`config.mk`:
```
export PLATFORM = sky130hd
export DESIGN_NAME = rpn_stack_ctrl
export DESIGN_NICKNAME = d
export VERILOG_FILES = /design/src/rtl/rpn_pkg.sv /design/src/rtl/rpn_stack_mem.sv /design/src/rtl/rpn_stack_ctrl.sv
export SDC_FILE = /design/constraint.sdc
export NUM_CORES = 1
export LEC_CHECK = 0
export CAP_MARGIN = 10
export CORE_MARGIN = 1
export CORE_UTILIZATION = 40
export DETAILED_ROUTE_END_ITERATION = 12
export GPL_TIMING_DRIVEN = 0
export PLACE_DENSITY = 0.69
export SLEW_MARGIN = 10
export SYNTH_ARGS = -nofsm -noshare
export SYNTH_HDL_FRONTEND = slang
export SYNTH_HIERARCHICAL = 1
export SYNTH_SLANG_ARGS = --single-unit
```
`constraint.sdc`:
```
create_clock -name clk_i -period 3 [get_ports clk_i]
set_input_delay 0.6 -clock clk_i [delete_from_list [all_inputs] [get_ports clk_i]]
set_output_delay 0.6 -clock clk_i [all_outputs]
set_load 0.03 [all_outputs]
```
`src/rtl/rpn_pkg.sv`:
```
// Shared encodings and types for the RPN operand-stack controller.
package rpn_pkg;

    localparam int unsigned DEF_WIDTH = 8;

    localparam logic [1:0] CMD_PUSH  = 2'b00;
    localparam logic [1:0] CMD_POP   = 2'b01;
    localparam logic [1:0] CMD_OP    = 2'b10;
    localparam logic [1:0] CMD_CLEAR = 2'b11;

    localparam logic [2:0] OP_ADD = 3'b000;
    localparam logic [2:0] OP_SUB = 3'b001;
    localparam logic [2:0] OP_AND = 3'b010;
    localparam logic [2:0] OP_NOT = 3'b011;
    localparam logic [2:0] OP_OR  = 3'b100;

    typedef enum logic [0:0] {
        StIdle,
        StExec
    } state_e;

    function automatic logic is_binary_op(input logic [2:0] op);
        return (op == OP_ADD) || (op == OP_SUB) || (op == OP_AND) || (op == OP_OR);
    endfunction

endpackage

```
`src/rtl/rpn_stack_mem.sv`:
```
// Stack register file: one write port, combinational reads of entries depth-1 and depth-2.
module rpn_stack_mem
    import rpn_pkg::*;
#(
    parameter int unsigned WIDTH = DEF_WIDTH,
    parameter int unsigned DEPTH = 8,
    parameter int unsigned DW    = $clog2(DEPTH + 1)
) (
    input  logic             clk_i,
    input  logic             we_i,
    input  logic [DW-1:0]    waddr_i,
    input  logic [WIDTH-1:0] wdata_i,
    input  logic [DW-1:0]    depth_i,
    output logic [WIDTH-1:0] rd_top_o,
    output logic [WIDTH-1:0] rd_next_o
);

    localparam int unsigned AW = (DEPTH > 1) ? $clog2(DEPTH) : 1;

    logic [WIDTH-1:0] mem_q [DEPTH];
    logic [DW-1:0]    top_idx;
    logic [DW-1:0]    next_idx;

    assign top_idx  = depth_i - DW'(1);
    assign next_idx = depth_i - DW'(2);

    always_ff @(posedge clk_i) begin
        if (we_i && (waddr_i < DW'(DEPTH))) begin
            mem_q[waddr_i[AW-1:0]] <= wdata_i;
        end
    end

    // Shallow stacks wrap the index past DEPTH; those reads return zero.
    assign rd_top_o  = (top_idx  < DW'(DEPTH)) ? mem_q[top_idx[AW-1:0]]  : '0;
    assign rd_next_o = (next_idx < DW'(DEPTH)) ? mem_q[next_idx[AW-1:0]] : '0;

endmodule

```
`src/rtl/rpn_stack_ctrl.sv`:
```
// RPN operand-stack controller: command FSM, depth counter and ALU operand staging.
module rpn_stack_ctrl
    import rpn_pkg::*;
#(
    parameter int unsigned WIDTH = DEF_WIDTH,
    parameter int unsigned DEPTH = 8,
    parameter int unsigned DW    = $clog2(DEPTH + 1)
) (
    input  logic             clk_i,
    input  logic             reset_i,
    input  logic             cmd_valid_i,
    output logic             cmd_ready_o,
    input  logic [1:0]       cmd_i,
    input  logic [WIDTH-1:0] cmd_data_i,
    input  logic [2:0]       cmd_aluop_i,
    output logic [WIDTH-1:0] alu_a_o,
    output logic [WIDTH-1:0] alu_b_o,
    output logic [2:0]       alu_op_o,
    input  logic [WIDTH-1:0] alu_result_i,
    output logic [WIDTH-1:0] top_o,
    output logic [DW-1:0]    depth_o,
    output logic             done_o,
    output logic             err_o,
    output logic             err_sticky_o
);

    state_e           state_q;
    logic [DW-1:0]    depth_q;
    logic [WIDTH-1:0] alu_a_q;
    logic [WIDTH-1:0] alu_b_q;
    logic [2:0]       alu_op_q;
    logic             unary_q;
    logic             done_q;
    logic             err_q;
    logic             err_sticky_q;

    logic             mem_we;
    logic [DW-1:0]    mem_waddr;
    logic [WIDTH-1:0] mem_wdata;
    logic [WIDTH-1:0] rd_top;
    logic [WIDTH-1:0] rd_next;

    logic accept;
    logic full;
    logic has_one;
    logic has_two;

    assign accept  = cmd_valid_i && (state_q == StIdle);
    assign full    = (depth_q >= DW'(DEPTH));
    assign has_one = (depth_q >= DW'(1));
    assign has_two = (depth_q >= DW'(2));

    // Write port serves both PUSH (at accept) and the ALU write-back (in EXEC);
    // reset suppresses either so an interrupted OP leaves no trace.
    always_comb begin
        mem_we    = 1'b0;
        mem_waddr = depth_q;
        mem_wdata = cmd_data_i;
        if (!reset_i) begin
            if (state_q == StExec) begin
                mem_we    = 1'b1;
                mem_waddr = unary_q ? (depth_q - DW'(1)) : (depth_q - DW'(2));
                mem_wdata = alu_result_i;
            end else if (accept && (cmd_i == CMD_PUSH) && !full) begin
                mem_we = 1'b1;
            end
        end
    end

    rpn_stack_mem #(
        .WIDTH (WIDTH),
        .DEPTH (DEPTH),
        .DW    (DW)
    ) u_mem (
        .clk_i     (clk_i),
        .we_i      (mem_we),
        .waddr_i   (mem_waddr),
        .wdata_i   (mem_wdata),
        .depth_i   (depth_q),
        .rd_top_o  (rd_top),
        .rd_next_o (rd_next)
    );

    always_ff @(posedge clk_i) begin
        if (reset_i) begin
            state_q      <= StIdle;
            depth_q      <= '0;
            alu_a_q      <= '0;
            alu_b_q      <= '0;
            alu_op_q     <= '0;
            unary_q      <= 1'b0;
            done_q       <= 1'b0;
            err_q        <= 1'b0;
            err_sticky_q <= 1'b0;
        end else begin
            done_q <= 1'b0;
            err_q  <= 1'b0;
            unique case (state_q)
                StIdle: begin
                    if (cmd_valid_i) begin
                        unique case (cmd_i)
                            CMD_PUSH: begin
                                if (!full) begin
                                    depth_q <= depth_q + DW'(1);
                                    done_q  <= 1'b1;
                                end else begin
                                    err_q        <= 1'b1;
                                    err_sticky_q <= 1'b1;
                                end
                            end
                            CMD_POP: begin
                                if (has_one) begin
                                    depth_q <= depth_q - DW'(1);
                                    done_q  <= 1'b1;
                                end else begin
                                    err_q        <= 1'b1;
                                    err_sticky_q <= 1'b1;
                                end
                            end
                            CMD_CLEAR: begin
                                depth_q      <= '0;
                                err_sticky_q <= 1'b0;
                                done_q       <= 1'b1;
                            end
                            CMD_OP: begin
                                if (is_binary_op(cmd_aluop_i) && has_two) begin
                                    alu_a_q  <= rd_next;
                                    alu_b_q  <= rd_top;
                                    alu_op_q <= cmd_aluop_i;
                                    unary_q  <= 1'b0;
                                    state_q  <= StExec;
                                end else if ((cmd_aluop_i == OP_NOT) && has_one) begin
                                    alu_a_q  <= rd_top;
                                    alu_b_q  <= '0;
                                    alu_op_q <= cmd_aluop_i;
                                    unary_q  <= 1'b1;
                                    state_q  <= StExec;
                                end else begin
                                    err_q        <= 1'b1;
                                    err_sticky_q <= 1'b1;
                                end
                            end
                            default: ;
                        endcase
                    end
                end
                StExec: begin
                    if (!unary_q) begin
                        depth_q <= depth_q - DW'(1);
                    end
                    done_q  <= 1'b1;
                    state_q <= StIdle;
                end
                default: state_q <= StIdle;
            endcase
        end
    end

    assign cmd_ready_o  = (state_q == StIdle);
    assign alu_a_o      = alu_a_q;
    assign alu_b_o      = alu_b_q;
    assign alu_op_o     = alu_op_q;
    assign depth_o      = depth_q;
    assign top_o        = (depth_q == '0) ? '0 : rd_top;
    assign done_o       = done_q;
    assign err_o        = err_q;
    assign err_sticky_o = err_sticky_q;

endmodule

```
Yosys cells after proc, flatten, opt, wreduce, memory -nomap -nowiden
Memories as Yosys holds them, arrays and structs flattened.
Index checks and enable logic that the tools add are counted.

word-level totals
  bits in writable memories = 64
  register bits after elaboration = 28
  logic and storage cells = 102
  output and inout port bits = 35
  memories = 1
  input bits = 24

memories
  name         words  bits a word  read ports  clocked after memory_dff  wr ports  RTL line             source
  u_mem.mem_q  8      8            2           0                         1         rpn_stack_mem.sv:20  logic [WIDTH-1:0] mem_q [DEPTH];

cells by class
  magnitude comparators = 6
  $add $sub $neg = 3
  reductions and logical operators = 18
  bitwise operators = 2
  equality and inequality tests = 16
  multiplexer cells = 47

operator list
  cell                                                                count
  2-to-1 mux 8 bit                                                    9
  2-to-1 mux 4 bit                                                    7
  2-to-1 mux 1 bit                                                    22
  less-than comparator 4 bit (second input constant)                  3
  inequality test 2 bit (second input constant)                       6
  case mux 4 bit (3 select lines)                                     1
  case mux 4 bit (2 select lines)                                     1
  == test 3 x 2 -> 1 bit (second input constant)                      2
  logical AND 1 bit                                                   6
  2-to-1 mux 3 bit                                                    2
  inequality test 3 bit (second input constant)                       2
  case mux 1 bit (3 select lines)                                     2
  AND reduction 6 bit                                                 1
  AND reduction 5 bit                                                 1
  adder 4 x 1 -> 4 bit (second input constant)                        1
  == test 2 bit (second input constant)                               2
  greater-or-equal comparator 4 x 1 -> 1 bit (second input constant)  1
  greater-or-equal comparator 4 x 2 -> 1 bit (second input constant)  1
  greater-or-equal comparator 4 bit (second input constant)           1
  zero test 4 bit                                                     1
  inequality test 4 x 1 -> 1 bit (second input constant)              1
  case mux 1 bit (2 select lines)                                     2
  case mux 1 bit (4 select lines)                                     1
  AND reduction 4 bit                                                 1
  12 further kinds                                                    15

Longest topological paths before layout
Gate-level depths: netlist of run 1.

  depth in word-level cells = 10
  depth in mapped cells = 12
  gate-level depth less buffers = 9

By module
Netlist of run 1, hierarchy kept.

modules (own cells, without submodules)
  module          sequential area each (µm²)  instances  cells each  area each (µm²)
  rpn_stack_mem   1921.8                      1          210         3171.8
  rpn_stack_ctrl  560.5                       1          219         1988.2

Worst setup path after synthesis of run 1
Ideal clock, no wire load.

  kind = reg2out
  start = register depth_q[1] (netlist: depth_o[1])
  end = output port top_o[5]
  stages on the path, launching flop included = 11
  required time = 2.400 ns
  data arrival time = 2.741 ns
  buffers on the path = 4
  slack = -0.341 ns
  path through = dfxtp_1 > buf_2 > inv_1 > buf_2 > ha_1 > clkbuf_1 > buf_2 > mux4_2 > nand3_1 > nand2_1 > nor2b_1

on the way
  longest elaborated chain between the ends = 4
  elaborated cells on any way between the ends = 6

RTL lines
  item                                                                   RTL line               source
  start: declaration                                                     rpn_stack_ctrl.sv:28   logic [DW-1:0] depth_q;
  start signal: assignment                                               rpn_stack_ctrl.sv:104  depth_q <= depth_q + DW'(1);
  start signal: assignment                                               rpn_stack_ctrl.sv:113  depth_q <= depth_q - DW'(1);
  start signal: assignment                                               rpn_stack_ctrl.sv:149  depth_q <= depth_q - DW'(1);
  subtractor 4 x 1 -> 4 bit (*)                                          rpn_stack_mem.sv:24    assign top_idx = depth_i - DW'(1);
  memory read (8 x 8 bit) or less-than comparator 4 bit (tied branches)  --
  2-to-1 mux 8 bit (*)                                                   rpn_stack_mem.sv:34    assign rd_top_o = (top_idx < DW'(DEPTH)) ? mem_q[top_idx[AW-1:0]] : '0;
  named net rd_top[5]                                                    rpn_stack_ctrl.sv:40   logic [WIDTH-1:0] rd_top;
  2-to-1 mux 8 bit (*)                                                   rpn_stack_ctrl.sv:164  assign top_o = (depth_q == '0) ? '0 : rd_top;
  end: declaration                                                       rpn_stack_ctrl.sv:20   output logic [WIDTH-1:0] top_o,

Mark *: on every way through the listed nets, which the timed path passes. The rest lies on a longest branch.

Final worst setup path of run 1
  start = register depth_q[1] (netlist: depth_o[1])
  end = output port top_o[1]

Same word-level chain as after synthesis.

==> results of run 1 <==
registers in the layout (all words and copies together) (netlist names):
register      flops
alu_a_o           8
alu_b_o           8
alu_op_o          3
depth_o           4
done_o            1
err_o             1
err_sticky_o      1
state_q           1
u_mem/mem_q      64
unary_q           1
metal layers:
layer | vias to the layer above | global-route usage (%) | part of all wire, %
li1 | 1821 | - | -
met1 | 1905 | 25.0 | 42
met2 | 167 | 33.6 | 49
met3 | 17 | 4.08 | 6.7
met4 | 0 | 8.40 | 1.8
met5 | - | 0 | 0
final cells by class:
type	instances	area, um2	area share [%]
Timing Repair Buffer	78	754	11.3
Clock buffer	9	225	3.38
Sequential cell	92	2490	37.4
Multi-Input combinational cell	295	2610	39.2
Buffer	31	256	3.85
Clock inverter	7	70.1	1.05
Tap cell	172	215	3.23
Inverter	9	37.5	0.563
worst reg2reg max path: cells and delay by family, from the launching register on:
| family | cells | cell delay [ns] |
|---|---|---|
| flip-flops | 1 | 0.30 |
| AO/OA/AOI/OAI | 2 | 0.22 |
| AND/OR/NAND/NOR | 4 | 1.18 |
| buffers and inverters | 4 | 0.91 |
synth_stat cells (all sizes together), types with 2 or more instances:
library cell | instances | area, um2
dfxtp | 28 | 561
nand3 | 19 | 95.1
mux4 | 16 | 360
nor2b | 10 | 62.6
o211ai | 3 | 22.5
nor4 | 8 | 50.1
a32oi | 8 | 70.1
ha | 11 | 138
nand4 | 2 | 12.5
nand4bb | 2 | 27.5
edfxtp | 64 | 1920
a21oi | 16 | 95.1
inv | 9 | 33.8
mux2i | 27 | 270
o311ai | 2 | 35.0
a211oi | 11 | 100
a22o | 8 | 70.1
a21o | 3 | 23.8
nor3 | 5 | 36.3
buf | 25 | 186
nand2 | 33 | 124
xnor2 | 4 | 42.6
a221oi | 2 | 17.5
o31ai | 2 | 15.0
mux2 | 9 | 101
and2 | 18 | 114
clkbuf | 8 | 30.0
a31oi | 2 | 12.5
a2bb2oi | 8 | 70.1
nor2 | 12 | 45.0
xor2 | 2 | 17.5
a2111oi | 11 | 110
nand3b | 2 | 15.0
nand2b | 20 | 125
nand4b | 2 | 17.5
o21ai | 5 | 25.0
per-stage QoR:
stage | std cells | worst slack [ns] | power (mW) | hold slack, ns
after floorplan | 429 | -0.00961 | 1.88 | 0.550
after global placement | 658 | -1.07 | 2.06 | 0.460
after detailed placement | 658 | -1.09 | 2.07 | 0.465
after CTS | 678 | -0.0432 | 3.24 | 0.475
after global routing | 693 | -0.0447 | 3.40 | 0.496
final | 693 | 0.0171 | 3.30 | 0.475
logic make-up after synthesis:
| logic type | count (synthesis) |
|---|---|
| and+or+nand+nor | 140 |
| adders and majority gates | 12 |
| DFF | 92 |
| AOI/OAI and AO/OA | 85 |
| buffers and inverters | 42 |
| muxes | 52 |
| xor gates and xnor gates | 6 |
worst paths after layout:
| path | endpoint | start | depth (start not counted) |
|---|---|---|---|
| min reg2reg | alu_op_o[1]$_SDFFE_PP0P_ | alu_op_o[1]$_SDFFE_PP0P_ | 2 |
| max reg2reg | u_mem/mem_q[0][1]$_DFFE_PP_ | state_q$_SDFF_PP0_ | 10 |
| max | top_o[1] | depth_o[1]$_SDFFE_PP0P_ | 11 |
| min | alu_op_o[1]$_SDFFE_PP0P_ | alu_op_o[1]$_SDFFE_PP0P_ | 2 |
power by group through the flow:
stage | registers [mW] | logic (mW) | clock network (mW)
after floorplan | 1.43 | 0.443 | 0
after global placement | 1.42 | 0.639 | 0
after detailed placement | 1.42 | 0.652 | 0
after CTS | 1.39 | 0.717 | 1.14
after global routing | 1.39 | 0.817 | 1.19
final | 1.39 | 0.773 | 1.13
timing repair:
action | 4_1_cts | 5_1_grt
pin swaps | 6 | 7
endpoints found under the setup margin | 80 | 56
endpoints found under the hold margin | 0 | 0
setup buffers | 4 | 16
cloned | 1 | 0
gates resized for setup | 94 | 16
==> impl_metrics.toml, run 1 <==
[outcome]
status = "completed"

[power_and_ir_drop]
power_switching_mw = 0.983
powerDensity_nw_per_um2 = 495
p_leak_nw = 2.20
swShare_pct = 29.8
p_int_mw = 2.31
clkPwrFrac_pct = 34.4
power_frac_seq_pct = 42.1
pwr-share-comb_pct = 23.5
peakVddDrop_mv = 0.275

[sta]
period_minus_slack_ns = 2.98
rsz0062_at_grt = "yes"
setup-tns-final_ns = 0
skew_ns = 0.00828
hold_viol_final = 0
period_share_pct = 99.4
relSlewSlack_pct = 48.3
setup_violations = 0
drv_slew = 0
fmax_mhz = 335
worst_pin_slew_ns = 0.772

[placement]
gp_congestion = 0.844
portBuffers = 57
dpl_cell_area_um2 = 6010
hpwl_um = 9190

[routing]
antenna_left = 0
drt-initial-drc-count = 295
drc = 0
dr.pass1.iters = 5
viasPerCell = 5.64
drt_wl_total_um = 13100
vias = 3910
wl_per_cell_um = 18.8

[setup_path]
critPathCaptureType = "output port"
cpMaxStageDelayCell = "dfxtp_4"
crit_buf_inv = 5
arrival_ns = 2.38
crit_chain = "buf_6 -> clkinvlp_4 -> buf_8 -> ha_2 -> a21boi_2 -> xnor2_2 -> buf_4 -> nand3_1 -> nand2_2 -> nor2b_4 -> buf_6"
crit_type = "reg2out"
path_max_fanout = 7
slowest_delay_ns = 0.37
path_delay_family = "buffers and inverters"
cp.required_ns = 2.40
crit_top_cell = "buf_6"
start_kind = "flip-flop"
reg2reg_slack_ns = 0.11

[clock_network]
htree_num_levels = 3
clkSinkCount = 92
clock_insertion_delay_worst_skew_ns = 0.35
numCtsBuffers = 9
cts_hold_buf = 0
cts_buffer_depth = 2
clkTransAtPathRegs_ns = 0.07
cts-root-buf = "clkbuf_16"
cts_tree = "done"

[final_layout]
fin_area_um2 = 6660
layout-drive-gt1-share_pct = 27.4
layout_common_cells = "edfxtp_1, clkdlybuf4s50_1, mux2i_1"
fill_cells = 1089
final_common_cell = "edfxtp_1"
antennaDiodeCount = 0
syn2layout_area_growth_pct = 29.1
final_nets = 551
fin_util_pct = 52.8

[floorplan]
die_area_um2 = 13400
start_util_pct = 40.9
rows = 41
dieHeight_um = 116
coreArea_um2 = 12600
pin_count = 59
die_w_um = 116

[logic_synthesis]
syn_area_um2 = 5160
muxShareOfSynthArea_pct = 14.2
ys_warn_count = 6
synth_compound_area_share_pct = 13.6
synth_flop_cell = "edfxtp_1"
yosys.cell_types.count = 67
synth_nets = 464
synth_cells = 429
synthArstFlopShare_pct = 0
synth_fa_ha_area_share_pct = 2.86
syn_area_per_cell_um2 = 12.0
synth_edf_count = 64
synthSimpleGateAreaFrac_pct = 15.2
synth_xor_area_share_pct = 1.16
synth_seq_cells = 92
ys_seq_area_share_pct = 48.1
synth_top_family_by_area = "simple AND/OR/NAND/NOR gates"

[worst_hold_path]
hp-class = "reg2reg"

[global_routing]
grt_first_pass_wirelength_um = 19800
antenna_found_initial = 0
grt_max_degree = 19
grt_pass1_vias = 3815
grt.total_usage_pct = 20.0
gr-total-overflow = 0

[run]
drv_cap = 0
(Power assumes the default switching activity.)
==> run 2: changes to the inputs <==
--- a/config.mk
+++ b/config.mk
@@ -11,7 +11,7 @@
 export DETAILED_ROUTE_END_ITERATION = 12
 export GPL_TIMING_DRIVEN = 0
 export PLACE_DENSITY = 0.69
-export SLEW_MARGIN = 10
+export SLEW_MARGIN = 20
 export SYNTH_ARGS = -nofsm -noshare
 export SYNTH_HDL_FRONTEND = slang
 export SYNTH_HIERARCHICAL = 1
==> results of run 2 <==
The final DEF is identical to that of run 1; final timing and power are the same.
